## config.mk

```make
export PLATFORM = sky130hd
export DESIGN_NAME = snail_ram_arb
export DESIGN_NICKNAME = d
export VERILOG_FILES = /design/src/rtl/snail_ram_arb_pkg.sv /design/src/rtl/snail_ram_arb.sv
export SDC_FILE = /design/constraint.sdc
export NUM_CORES = 1
export LEC_CHECK = 0
export BUFFER_PORTS_ARGS = -buffer_cell sky130_fd_sc_hd__clkbuf_2
export CAP_MARGIN = 10
export CORE_MARGIN = 4
export CORE_UTILIZATION = 30
export CTS_CLUSTER_DIAMETER = 80
export DETAILED_ROUTE_END_ITERATION = 7
export PLACE_DENSITY = 0.64
export SYNTH_ARGS = -nofsm -noshare
export SYNTH_HDL_FRONTEND = slang
export SYNTH_SLANG_ARGS = --single-unit
```

## constraint.sdc

```tcl
create_clock -name clk -period 1.5 [get_ports clk]
set_clock_uncertainty 0.05 [all_clocks]
set_input_delay 0.075 -clock clk [delete_from_list [all_inputs] [get_ports clk]]
set_output_delay 0.075 -clock clk [all_outputs]
set_load 0.05 [all_outputs]
```

## src/rtl/snail_ram_arb_pkg.sv

```systemverilog
// snail_ram_arb_pkg: arbiter state and owner encodings shared by the RAM arbiter
package snail_ram_arb_pkg;
  typedef enum logic [1:0] {ARB_IDLE, ARB_WR, ARB_RD, ARB_DONE} arb_state_t;
  typedef enum logic {OWN_CPU, OWN_HOST} owner_t;
endpackage

```

## src/rtl/snail_ram_arb.sv

```systemverilog
// snail_ram_arb: shares the single data RAM between the SNAIL core and a host port
module snail_ram_arb
  import snail_ram_arb_pkg::*;
#(
  parameter int AW       = 8,
  parameter int DW       = 8,
  parameter int RD_LAT   = 1,
  parameter int MAX_WAIT = 4
) (
  input  logic          clk,
  input  logic          rst_,
  input  logic [AW-1:0] cpu_addr,
  input  logic [DW-1:0] cpu_wdat,
  input  logic          cpu_rd_,
  input  logic          cpu_wr_,
  output logic [DW-1:0] cpu_rdat,
  output logic          cpu_stall,
  input  logic          host_req,
  input  logic          host_we,
  input  logic [AW-1:0] host_addr,
  input  logic [DW-1:0] host_wdat,
  output logic          host_gnt,
  output logic          host_done,
  output logic [DW-1:0] host_rdat,
  output logic [AW-1:0] ram_addr,
  output logic [DW-1:0] ram_wdat,
  output logic          ram_rd_,
  output logic          ram_wr_,
  input  logic [DW-1:0] ram_rdat
);
  localparam int LW = $clog2(RD_LAT + 1);
  localparam int WW = $clog2(MAX_WAIT + 2);
  arb_state_t    state, state_nx;
  owner_t        owner, owner_nx;
  logic [LW-1:0] lat_cnt;
  logic [WW-1:0] wait_cnt;
  logic          cpu_req, host_win, last_rd, grant;
  assign cpu_req  = ~cpu_rd_ | ~cpu_wr_;
  assign host_win = host_req & (~cpu_req | (wait_cnt == WW'(MAX_WAIT)));
  assign last_rd  = lat_cnt == LW'(RD_LAT - 1);
  assign grant    = (state == ARB_IDLE) & (host_win | cpu_req);
  // The core commits in DONE, so its stall drops only there
  assign cpu_stall = ~rst_ | (cpu_req & ~(state == ARB_DONE & owner == OWN_CPU));
  always_comb begin
    state_nx = state;
    owner_nx = owner;
    case (state)
      ARB_IDLE: begin
        owner_nx = host_win ? OWN_HOST : cpu_req ? OWN_CPU : owner;
        state_nx = host_win ? (host_we ? ARB_WR : ARB_RD) :
                   cpu_req  ? (~cpu_wr_ ? ARB_WR : ARB_RD) : ARB_IDLE;
      end
      ARB_WR:  state_nx = ARB_DONE;
      ARB_RD:  state_nx = last_rd ? ARB_DONE : ARB_RD;
      default: state_nx = ARB_IDLE;
    endcase
  end
  always_ff @(posedge clk or negedge rst_) begin
    if (!rst_) begin
      state     <= ARB_IDLE;
      owner     <= OWN_CPU;
      lat_cnt   <= '0;
      wait_cnt  <= '0;
      ram_rd_   <= 1'b1;
      ram_wr_   <= 1'b1;
      ram_addr  <= '0;
      ram_wdat  <= '0;
      cpu_rdat  <= '0;
      host_rdat <= '0;
      host_gnt  <= 1'b0;
      host_done <= 1'b0;
    end else begin
      state     <= state_nx;
      owner     <= owner_nx;
      lat_cnt   <= (state == ARB_RD) ? lat_cnt + 1'b1 : '0;
      // Strobes come from the next state so RAM pins are clean register outputs
      ram_wr_   <= state_nx != ARB_WR;
      ram_rd_   <= state_nx != ARB_RD;
      host_gnt  <= (state_nx != ARB_IDLE) && (owner_nx == OWN_HOST);
      host_done <= (state_nx == ARB_DONE) && (owner_nx == OWN_HOST);
      wait_cnt  <= (!host_req || (state == ARB_IDLE && host_win)) ? '0 :
                   (grant && wait_cnt != WW'(MAX_WAIT)) ? wait_cnt + 1'b1 : wait_cnt;
      if (grant) begin
        ram_addr <= host_win ? host_addr : cpu_addr;
        ram_wdat <= host_win ? host_wdat : cpu_wdat;
      end
      if (state == ARB_RD && last_rd && owner == OWN_CPU) cpu_rdat <= ram_rdat;
      if (state == ARB_RD && last_rd && owner == OWN_HOST) host_rdat <= ram_rdat;
    end
  end
endmodule
```

---- Yosys cells after proc, flatten, opt, wreduce, memory -nomap -nowiden ----
Cells that the tools add are included.
operators by class
  $add $sub $neg .......................... 2
  equality and inequality tests ........... 8
  multiplexer cells ....................... 14
  bitwise gates (word level) .............. 15
  reduce and logical (&&, ||, !) cells .... 12
operators by type and width
  cell                   number
  $mux W8                2
  $mux W2                4
  $logic_and A1 B1 Y1    7
  $not A1 Y1             7
  $eq A2 B2 Y1 const B   3
  $mux W3                2
  $pmux W2 S3            1
  $mux W1                5
  $and A1 B1 Y1          4
  $or A1 B1 Y1           4
  $reduce_bool A2 Y1     2
  $add A3 B1 Y3 const B  1
  $eq A3 B3 Y1 const B   1
  $ne A3 B3 Y1 const B   1
  $eq A2 B1 Y1 const B   1
  $logic_not A2 Y1       1
  $ne A2 B1 Y1 const B   1
  $ne A2 B2 Y1 const B   1
  $add A1 B1 Y1 const B  1
  $logic_not A1 Y1       1
  $logic_or A1 B1 Y1     1
word-level totals
  register bits ........................... 43
  input port bits ......................... 46
  output and inout bits ................... 37
  logic and storage cells ................. 63

---- Logic depth before layout (Yosys ltp) ----
Gate-level depths: netlist of run 1.
  depth in word-level cells ............... 10
  depth in mapped cells ................... 7
  gate-level depth less buffers ........... 6

---- Worst setup path after synthesis of run 1 ----
No wires, ideal clock.
  path type ............................... flip-flop to flip-flop
  start point ............................. reg state[0]
  end point ............................... reg cpu_rdat[0]
  setup time .............................. 0.125 ns
  arrival ................................. 1.442 ns
  required time ........................... 1.325 ns
  path slack .............................. -0.117 ns
  stages on the path, launching flop included .. 7
  buffers on the path ..................... 1
  clock period less this slack ............ 1.617 ns
  cells stage by stage .................... dfrtp_1 > inv_1 > ha_1 > nor2b_1 > nor2b_1 > buf_2 > mux2_2
on the way
  word-level cells in the longest chain between the ends .. 3
ends and longest elaborated chain
  item                              RTL line             text
  from (decl)                       snail_ram_arb.sv:33  arb_state_t state, state_nx;
  from (signal assigned)            snail_ram_arb.sv:73  state <= state_nx;
  $eq A2 B2 Y1                      snail_ram_arb.sv:87  if (state == ARB_RD && last_rd && owner == OWN_CPU) cpu_rdat <= ram_rdat;
  $logic_and A1 B1 Y1 (2 in a row)  snail_ram_arb.sv:87
  to (signal assigned)              snail_ram_arb.sv:87
  to (decl)                         snail_ram_arb.sv:16  output logic [DW-1:0] cpu_rdat,
Every way passes these cells.
A chain may end at the register's enable or synchronous reset.

---- Worst setup path after layout of run 1 ----
  start point ............................. reg state[0]
  end point ............................... reg cpu_rdat[4]
Same word-level chain as after synthesis.

==> results_dict.tcl, run 1 <==
set metrics [dict create \
    first_global_vias 1642 \
    grt_pass1_wl_um 7540 \
    synth_cells 168 \
    top_level_ports 83 \
    worst_hold_slack_ns 0.0150 \
    drt_iter0_drc 31 \
    drtPass1Iterations 2 \
    grt.overflow.total 0 \
    post_drt_via_cell_ratio 4.49 \
    timing.final.setup_violations 16 \
    ys.flop_type "dfrtp_1" \
    slew_headroom_pct 64.2 \
    switching_power_mw 3.52 \
    ys_ff_latch 43 \
    timing.critical_path.mode_cell "nor2b_4" \
    die_height_um 89.2 \
    std_cell_rows 29 \
    cp_class "reg2reg" \
    cts-buffers-inserted 5 \
    max_cap_violations 0 \
    critical_path.max_fanout 8 \
    clock_insertion_delay_worst_skew_ns 0.28 \
    violated_checks "setup timing" \
    nNetsFinal 335 \
    post_synth_instance_area_um2 1980 \
    drcViolationCount 0 \
    synth_seq_area_share_pct 54.6 \
    synth_cell_types 33 \
    layout.core_utilization_pct 47.3 \
    floorplan.die.width_um 89.2 \
    postSynth.asyncResetShare_pct 100 \
    clock_tree.root_cell "clkbuf_8" \
    power.clock.fraction_pct 10.2 \
    worst_path_largest_cell_delay_ns 0.39 \
    core_region_area_um2 6390 \
    area.growth.synth_to_final_pct 52.9 \
    routed-via-count 1618 \
    fin_crit_sh_pct 103 \
    worst_pin_slew_ns 0.537 \
    postLayoutSetupSlackWorst_ns -0.0516 \
    grt_setup_unrepaired "true" \
    timing.critical_path.arrival_ns 1.67 \
    holdCritPathClass "in2reg" \
    crit_chain "inv_2 -> ha_4 -> nor2b_4 -> nor2b_4 -> buf_8 -> mux2_4" \
    slew_violations 0 \
    fillerInstances 616 \
    post-dp-hpwl_um 3400 \
    cts_sinks 43 \
    routed_wl_um 4740 \
    routedWlPerCell_um 13.2 \
    min_period_ns 1.55 \
    initial_core_utilization_pct 31.0 \
    tritoncts "built" \
    hold_viol_final 0 \
    net_count_after_synthesis 221 \
    worst_ir_drop_vdd_mv 1.55 \
    synth_enable_flop_cells 0 \
    powerDensity_nw_per_um2 2360 \
    highest_clock_frequency_the_design_can_meet_mhz 645 \
    globalplace.congestion 0.701 \
    post_route_cells_drive_above_1_share_pct 54.4 \
    die_area_um2 7950 \
    status "finished, violations left" \
    power.internal_mw 3.61 \
    crit_slowest_cell "dfrtp_1" \
    p_seq_share_pct 28.6 \
    timing.critical_path.from_type "flip-flop" \
    cts-htree-levels 2 \
    leakagePower_nw 1.57 \
    grt.total_usage_pct 12.2 \
    synth_warnings 0 \
    grt_antenna_before_repair 0 \
    switching_share_pct 49.3 \
    antennaDiodeCount 0 \
    number_of_nets_still_failing_antenna_checks_after_routing 0 \
    io_buffer_count 82 \
    critical_path_required_ns 1.62 \
    gate_power_share_pct 61.3 \
    grt_start_max_net_pins 44 \
    clock_transition_at_the_registers_of_the_reported_paths_ns 0.07 \
    synthesis.area_per_instance_um2 11.8 \
    cts_max_path_buffers 2 \
    setup.worst_path.end_class "flip-flop" \
]
Yosys cell counts, types with 2 or more instances:
library cell | count | area share, %
and2_1 | 2 | 0.63
nor2_1 | 3 | 0.57
dfstp_2 | 2 | 2.7
inv_1 | 8 | 1.5
mux2i_1 | 16 | 8.1
a21oi_1 | 2 | 0.51
ha_1 | 7 | 4.4
nand2_1 | 25 | 4.7
o21ai_1 | 11 | 2.8
buf_2 | 4 | 1.0
mux2_2 | 16 | 9.1
dfrtp_1 | 41 | 52
nor2b_1 | 4 | 1.3
o21ai_0 | 8 | 2.0
metal layers:
layer / wire, µm / up-vias / GRT usage, %
met4: 21 / 0 / 2.84
met5: 0 / - / 0
met2: 2370 / 58 / 20.5
met1: 2030 / 756 / 15.7
met3: 318 / 5 / 3.32
li1: - / 799 / -
path summary, 6_finish.rpt:
check | from | to | slack, ns | cells after the start
max in group asynchronous | rst_ | cpu_rdat[6]$_DFFE_PN0P_ | 0.63 | 3
min | host_addr[5] | ram_addr[5]$_DFFE_PN0P_ | 0.02 | 3
min in group asynchronous | rst_ | host_rdat[2]$_DFFE_PN0P_ | 0.39 | 3
max | state[0]$_DFF_PN0_ | cpu_rdat[4]$_DFFE_PN0P_ | -0.05 | 6
min reg2reg | lat_cnt$_DFF_PN0_ | lat_cnt$_DFF_PN0_ | 0.42 | 1
max reg2reg | state[0]$_DFF_PN0_ | cpu_rdat[4]$_DFFE_PN0P_ | -0.05 | 6
through the flow:
stage / setup slack (ns) / power [mW] / std cells / instance area, µm² / TNS [ns]
floorplan: -0.0233 / 4.82 / 168 / 2010 / -0.186
global placement: -0.0941 / 5.90 / 336 / 2630 / -0.533
detailed placement: -0.104 / 5.98 / 336 / 2630 / -1.21
CTS: -0.0380 / 7.12 / 358 / 2970 / -0.542
global route: -0.128 / 7.60 / 360 / 3020 / -2.62
finish: -0.0516 / 7.13 / 360 / 3020 / -0.404
what timing repair did:
item,4_1_cts,5_1_grt
gates cloned,0,0
endpoints found under the setup margin,23,32
pin swaps,4,6
hold buffers,10,0
setup buffers,4,2
hold endpoints to repair,56,0
gates resized for setup,34,10
layout by cell type, fill, tap and decap left out, drive strengths merged, types with 3 or more instances in the layout:
master and count:
clkbuf 88, mux2 16, ha 7, mux2i 16, a21oi 3, nor2 3
nand2 26, dlygate4sd3 10, buf 23, o21ai 19, inv 8, nor2b 4
dfrtp 41
flip-flops by register name, indices dropped and copies added (netlist names):
register   count
cpu_rdat       8
host_rdat      8
ram_addr       8
ram_wdat       8
wait_cnt       3
state          2
host_done      1
host_gnt       1
lat_cnt        1
owner          1
ram_rd_        1
ram_wr_        1
kinds of logic after synthesis:
group	after synthesis	share of synthesized area, %
buf+inv	15	4.11
compound gates	30	9.56
flops	43	54.6
simple gates	41	10.1
mux	32	17.2
fa+ha+maj	7	4.43
power groups by stage:
stage               clock network [mW]  logic [mW]  registers [mW]
floorplan                            0        1.16            3.67
global placement                     0        3.87            2.02
detailed placement                   0        3.95            2.03
CTS                              0.768        4.31            2.04
global route                     0.810        4.68            2.11
finish                           0.725        4.37            2.04
cell type report:
cell class,instances,area (µm²),area share (%)
Inverter,8,30.0,0.993
Tap cell,77,96.3,3.19
Sequential cell,43,1080,35.7
Timing Repair Buffer,114,746,24.7
Multi-Input combinational cell,110,981,32.5
Clock buffer,7,86.3,2.86
Clock inverter,1,5.00,0.166
worst max-delay path: cells and delay by family, from the launching register on:
family	cells	cell delay, ns
flops	1	0.39
simple gates	2	0.33
mux	1	0.31
buf+inv	2	0.23
fa+ha+maj	1	0.12
No activity file was read; power rests on OpenSTA's default activity.
==> inputs of run 2 (changes only) <==
- REMOVE_ABC_BUFFERS: default -> 1
- clock period: 1.5 -> 1.25 ns (I/O delays scaled with it)
==> run 2 against run 1 <==
The flow still finishes with violations (setup timing). Critical endpoint is now cpu_rdat[3]$_DFFE_PN0P_. Die area did not move. Worst hold slack lost 0.0025 ns. Largest cell class unchanged. Via count rose by 9.4%. Worst setup slack worse by 0.23 ns. Cell count grew 7.8%. Combinational power grew 27%. Maximum frequency increased by 1.4%. Flip-flop and latch count did not move. Sequential power grew 20%.
==> results_dict.tcl, run 2 (same netlist as run 1, synthesis figures left out) <==
set metrics [dict create \
    routed-via-count 1770 \
    grt_pass1_wl_um 8980 \
    timing.hold.worst.start "host_wdat[0]" \
    violated_checks "setup timing" \
    grt_setup_unrepaired "true" \
    wl_met2_um 2940 \
    r2r_slack_ns -0.28 \
    drtPass1Iterations 4 \
    final_cell_count_no_fill 388 \
    slew_violations 0 \
    highest_clock_frequency_the_design_can_meet_mhz 654 \
    postLayoutSetupSlackWorst_ns -0.280 \
    drcViolationCount 0 \
    postPlaceCellArea_um2 2620 \
    path_delay_family "flip-flops" \
    placed_cells 338 \
    grt.total_usage_pct 14.6 \
    grt_start_max_net_pins 44 \
    post_drt_via_cell_ratio 4.56 \
    leakagePower_nw 1.71 \
    clock_insertion_delay_worst_skew_ns 0.29 \
    globalplace.congestion 0.728 \
    dr_wl_met3_um 341 \
    die_height_um 89.2 \
    cts-htree-levels 2 \
    worst_hold_slack_ns 0.0125 \
    antennaDiodeCount 0 \
    layout_commonest_cell "clkbuf_2" \
    fin_tns_setup_ns -9.63 \
    worst_path_largest_cell_delay_ns 0.40 \
    layout.core_utilization_pct 52.5 \
    io_buffer_count 82 \
    cp_class "reg2reg" \
    holdCritPathClass "in2reg" \
    min_period_ns 1.53 \
    number_of_nets_still_failing_antenna_checks_after_routing 0 \
    fin_crit_sh_pct 122 \
    clock_transition_at_the_registers_of_the_reported_paths_ns 0.08 \
    crit_slowest_cell "dfrtp_1" \
    timing.critical_path.mode_cell "nor2b_4" \
    core_region_area_um2 6390 \
    critPathBufInv 2 \
    powerDensity_nw_per_um2 2670 \
    clock_tree.root_cell "clkbuf_8" \
    crit_chain "inv_2 -> ha_4 -> nor2b_4 -> nor2b_4 -> buf_8 -> mux2_4" \
    routed_wl_um 5470 \
    r2r-start "state[0]$_DFF_PN0_" \
    drt_iter0_drc 39 \
    critical_path.max_fanout 8 \
    area.growth.synth_to_final_pct 69.7 \
    commonest_cells_after_routing_fill_and_taps_aside "clkbuf_2 (81), dfrtp_1 (40), dlygate4sd3_1 (36), nand2_1 (24), o21ai_1 (16)" \
    worst_ir_drop_vdd_mv 1.59 \
    std_cell_rows 29 \
    grt_antenna_before_repair 0 \
    tritoncts "built" \
    setup.worst_path.end_class "flip-flop" \
    timing.critical_path.arrival_ns 1.66 \
    status "finished, violations left" \
    fin_area_um2 3360 \
    critical_path_required_ns 1.38 \
    post-dp-hpwl_um 3460 \
    grt.overflow.total 0 \
    first_global_vias 1895 \
    cts-buffers-inserted 5 \
    routedWlPerCell_um 14.1 \
    worst_pin_slew_ns 0.553 \
    topRoutingLayerUsed "met4" \
    crit_start "state[0]$_DFF_PN0_" \
    cts_sinks 43 \
    top_level_ports 83 \
    routedLengthMet1_um 2110 \
    post_route_cells_drive_above_1_share_pct 52.4 \
    dpl_worst_slack_ns -0.386 \
    nNetsFinal 363 \
    max_cap_violations 0 \
    cts_max_path_buffers 2 \
    floorplan.die.width_um 89.2 \
    hold_viol_final 0 \
    slew_headroom_pct 63.1 \
    timing.final.setup_violations 43 \
    die_area_um2 7950 \
    timing.critical_path.from_type "flip-flop" \
    initial_core_utilization_pct 31.0 \
    design_power_total_mw 8.97 \
]
[run 2: final cells by class]
class                   instances  area [µm²]
well taps                      77        96.3
repair buffers                142        1050
multi-input cells             110         992
clock buffers                   7        96.3
clock inverters                 1        7.51
inverters                       8        30.0
fillers                       548        3030
flip-flops and latches         43        1080
[run 2: path summary, 6_finish.rpt]
kind,cells after the start,endpoint
max,6,cpu_rdat[3]$_DFFE_PN0P_
min,3,ram_wdat[0]$_DFFE_PN0P_
max reg2reg,6,cpu_rdat[3]$_DFFE_PN0P_
min reg2reg,2,ram_addr[2]$_DFFE_PN0P_
max in group asynchronous,3,state[1]$_DFF_PN0_
min in group asynchronous,3,state[0]$_DFF_PN0_
[run 2: routing by layer]
metal | vias to the layer above | track usage, %
li1 | 862 | -
met1 | 835 | 16.9
met2 | 62 | 26.1
met3 | 11 | 4.33
met4 | 0 | 4.33
met5 | - | 0
[run 2: power breakdown]
group	total, mW	internal [mW]	switching, mW
clock network	0.974	0.503	0.471
registers	2.45	2.07	0.384
logic	5.54	2.01	3.53
total	8.97	4.58	4.39
[run 2: what timing repair did]
| action | 4_1_cts | 5_1_grt |
|---|---|---|
| buffers inserted | 2 | 3 |
| endpoints found under the hold margin | 72 | 0 |
| hold buffers | 36 | 0 |
| pin swaps | 14 | 5 |
| gates cloned | 1 | 0 |
| setup endpoints to repair | 43 | 43 |
| gates resized for setup | 48 | 11 |
[run 2: worst register-to-register path: stages (launching register included)]
cell and delay, ns:
dfrtp_1 0.40, inv_2 0.08, ha_4 0.12, nor2b_4 0.15, nor2b_4 0.16, buf_8 0.15
mux2_4 0.30
==> inputs of run 3 (changes only) <==
- PLACE_DENSITY: 0.64 -> 0.62
- clock period: 1.25 -> 1.5 ns (I/O delays scaled with it)
==> run 3 against run 2 <==
The flow still finishes with violations (setup timing). Highest routed layer unchanged. Largest power group unchanged. Maximum frequency down 1.4%. Critical path depth grew 1. Combinational power down 21%. Via count fell by 6.0%. Count of clock-buffer cells in the layout decreased by 2.
==> results_dict.tcl, run 3 (same netlist as run 1, synthesis figures left out) <==
set metrics [dict create \
    timing.critical_path.arrival_ns 1.69 \
    globalplace.congestion 0.698 \
    grt_setup_unrepaired "true" \
    dpl_worst_slack_ns -0.155 \
    setup.worst_path.end_class "flip-flop" \
    post-dp-hpwl_um 3290 \
    floorplan.die.width_um 89.2 \
    path_delay_family "flip-flops" \
    routed-via-count 1664 \
    critPathBufInv 2 \
    min_period_ns 1.55 \
    fillerInstances 596 \
    worst_path_largest_cell_delay_ns 0.37 \
    first_global_vias 1727 \
    cts-buffers-inserted 5 \
    powerDensity_nw_per_um2 2280 \
    cts-htree-levels 2 \
    hold_viol_final 0 \
    grt_start_max_net_pins 44 \
    grt_antenna_before_repair 0 \
    clock_tree.root_cell "clkbuf_8" \
    initial_core_utilization_pct 31.0 \
    cts_max_path_buffers 2 \
    nNetsFinal 350 \
    post_route_cells_drive_above_1_share_pct 51.0 \
    std_cell_rows 29 \
    drt_iter0_drc 42 \
    layout_commonest_cell "clkbuf_2" \
    die_area_um2 7950 \
    core_region_area_um2 6390 \
    top_level_ports 83 \
    io_buffer_count 82 \
    critical_path_cell_count 7 \
    fin_crit_sh_pct 103 \
    postLayoutSetupSlackWorst_ns -0.0514 \
    number_of_nets_still_failing_antenna_checks_after_routing 0 \
    area.growth.synth_to_final_pct 59.4 \
    routed_wl_um 4890 \
    timing.final.setup_violations 17 \
    drcViolationCount 0 \
    crit_chain "inv_2 -> ha_4 -> a22o_4 -> nand2_8 -> buf_12 -> mux2i_2 -> o21ai_1" \
    drtPass1Iterations 4 \
    grt_pass1_wl_um 7850 \
    die_height_um 89.2 \
    postPlaceCellArea_um2 2600 \
    clock_transition_at_the_registers_of_the_reported_paths_ns 0.09 \
    grt.total_usage_pct 12.6 \
    critical_path_required_ns 1.64 \
    worst_ir_drop_vdd_mv 1.75 \
    tritoncts "built" \
    worst_pin_slew_ns 0.548 \
    max_cap_violations 0 \
    hold-path-cell-count 3 \
    slew_violations 0 \
    violated_checks "setup timing" \
    clock_insertion_delay_worst_skew_ns 0.30 \
    slew_headroom_pct 63.5 \
    leakagePower_nw 1.64 \
    cts_sinks 43 \
    routedWlPerCell_um 13.0 \
    worst_hold_slack_ns 0.00791 \
    fin_area_um2 3150 \
    post_drt_via_cell_ratio 4.44 \
    cp_class "reg2reg" \
    timing.critical_path.from_type "flip-flop" \
    highest_clock_frequency_the_design_can_meet_mhz 645 \
    crit_slowest_cell "dfrtp_1" \
    worstRegToRegCells 7 \
    status "finished, violations left" \
    critical_path.max_fanout 8 \
    antennaDiodeCount 0 \
    commonest_cells_after_routing_fill_and_taps_aside "clkbuf_2 (81), dfrtp_1 (41), nand2_1 (25), dlygate4sd3_1 (23), buf_4 (18)" \
    holdCritPathClass "in2reg" \
    design_power_total_mw 7.18 \
    grt.overflow.total 0 \
]
[run 3: cell count changes in the layout (fill, tap and decap cells not counted), sizes merged]
cell / previous run / this run
clkbuf: 88 / 86
clkinvlp: 1 / 2
dlygate4sd3: 36 / 23
inv: 8 / 9
[run 3: path summary, 6_finish.rpt]
| check | start | end | slack [ns] |
|---|---|---|---|
| min | cpu_addr[2] | ram_addr[2]$_DFFE_PN0P_ | 0.008 |
| max | wait_cnt[1]$_DFFE_PN0P_ | ram_addr[1]$_DFFE_PN0P_ | -0.05 |
| min in group asynchronous | rst_ | wait_cnt[2]$_DFFE_PN0P_ | 0.36 |
| min reg2reg | ram_addr[1]$_DFFE_PN0P_ | ram_addr[1]$_DFFE_PN0P_ | 0.44 |
| max in group asynchronous | rst_ | ram_wr_$_DFF_PN1_ | 0.62 |
| max reg2reg | wait_cnt[1]$_DFFE_PN0P_ | ram_addr[1]$_DFFE_PN0P_ | -0.05 |
[run 3: metal layers]
| layer | vias to the layer above | track usage, % | part of all wire [%] |
|---|---|---|---|
| li1 | 837 | - | - |
| met3 | 5 | 3.50 | 6.5 |
| met1 | 766 | 15.6 | 42 |
| met4 | 0 | 2.71 | 0.65 |
| met5 | - | 0 | 0 |
| met2 | 56 | 22.0 | 51 |
[run 3: repair_timing]
item	CTS	global route
hold buffers	22	1
cloned	1	0
hold endpoints to repair	65	1
gates resized for setup	32	9
pin swaps	7	8
endpoints found under the setup margin	39	41
setup buffers	3	3
[run 3: power breakdown]
part | switching [mW] | total, mW | leakage (nW) | internal, mW
Sequential | 0.307 | 2.03 | 0.524 | 1.72
Combinational | 2.82 | 4.40 | 1.07 | 1.58
Clock | 0.421 | 0.754 | 0.0408 | 0.333
Total | 3.55 | 7.18 | 1.64 | 3.63
[run 3: layout make-up]
cell class | count | area (µm²) | share of cell area (%)
timing repair buffer | 129 | 900 | 28.6
multi-input combinational | 110 | 953 | 30.3
tap | 77 | 96.3 | 3.06
clock inverter | 3 | 23.8 | 0.755
clock buffer | 5 | 68.8 | 2.18
inverter | 8 | 30.0 | 0.953
sequential | 43 | 1080 | 34.2
[run 3: worst register-to-register path, stage by stage (launching register included)]
cell     delay [ns]
dfrtp_1        0.37
inv_2          0.06
ha_4           0.17
a22o_4         0.24
nand2_8        0.10
buf_12         0.15
mux2i_2        0.22
o21ai_1        0.09
[run 3: stage by stage]
step | utilization, % | instances | setup TNS (ns)
CTS | 48.2 | 371 | -0.414
finish | 49.3 | 375 | -0.264
floorplan | - | 161 | -8.81
global route | 49.3 | 375 | -2.13
global placement | 40.7 | 337 | -1.94
detailed placement | 40.7 | 337 | -2.92
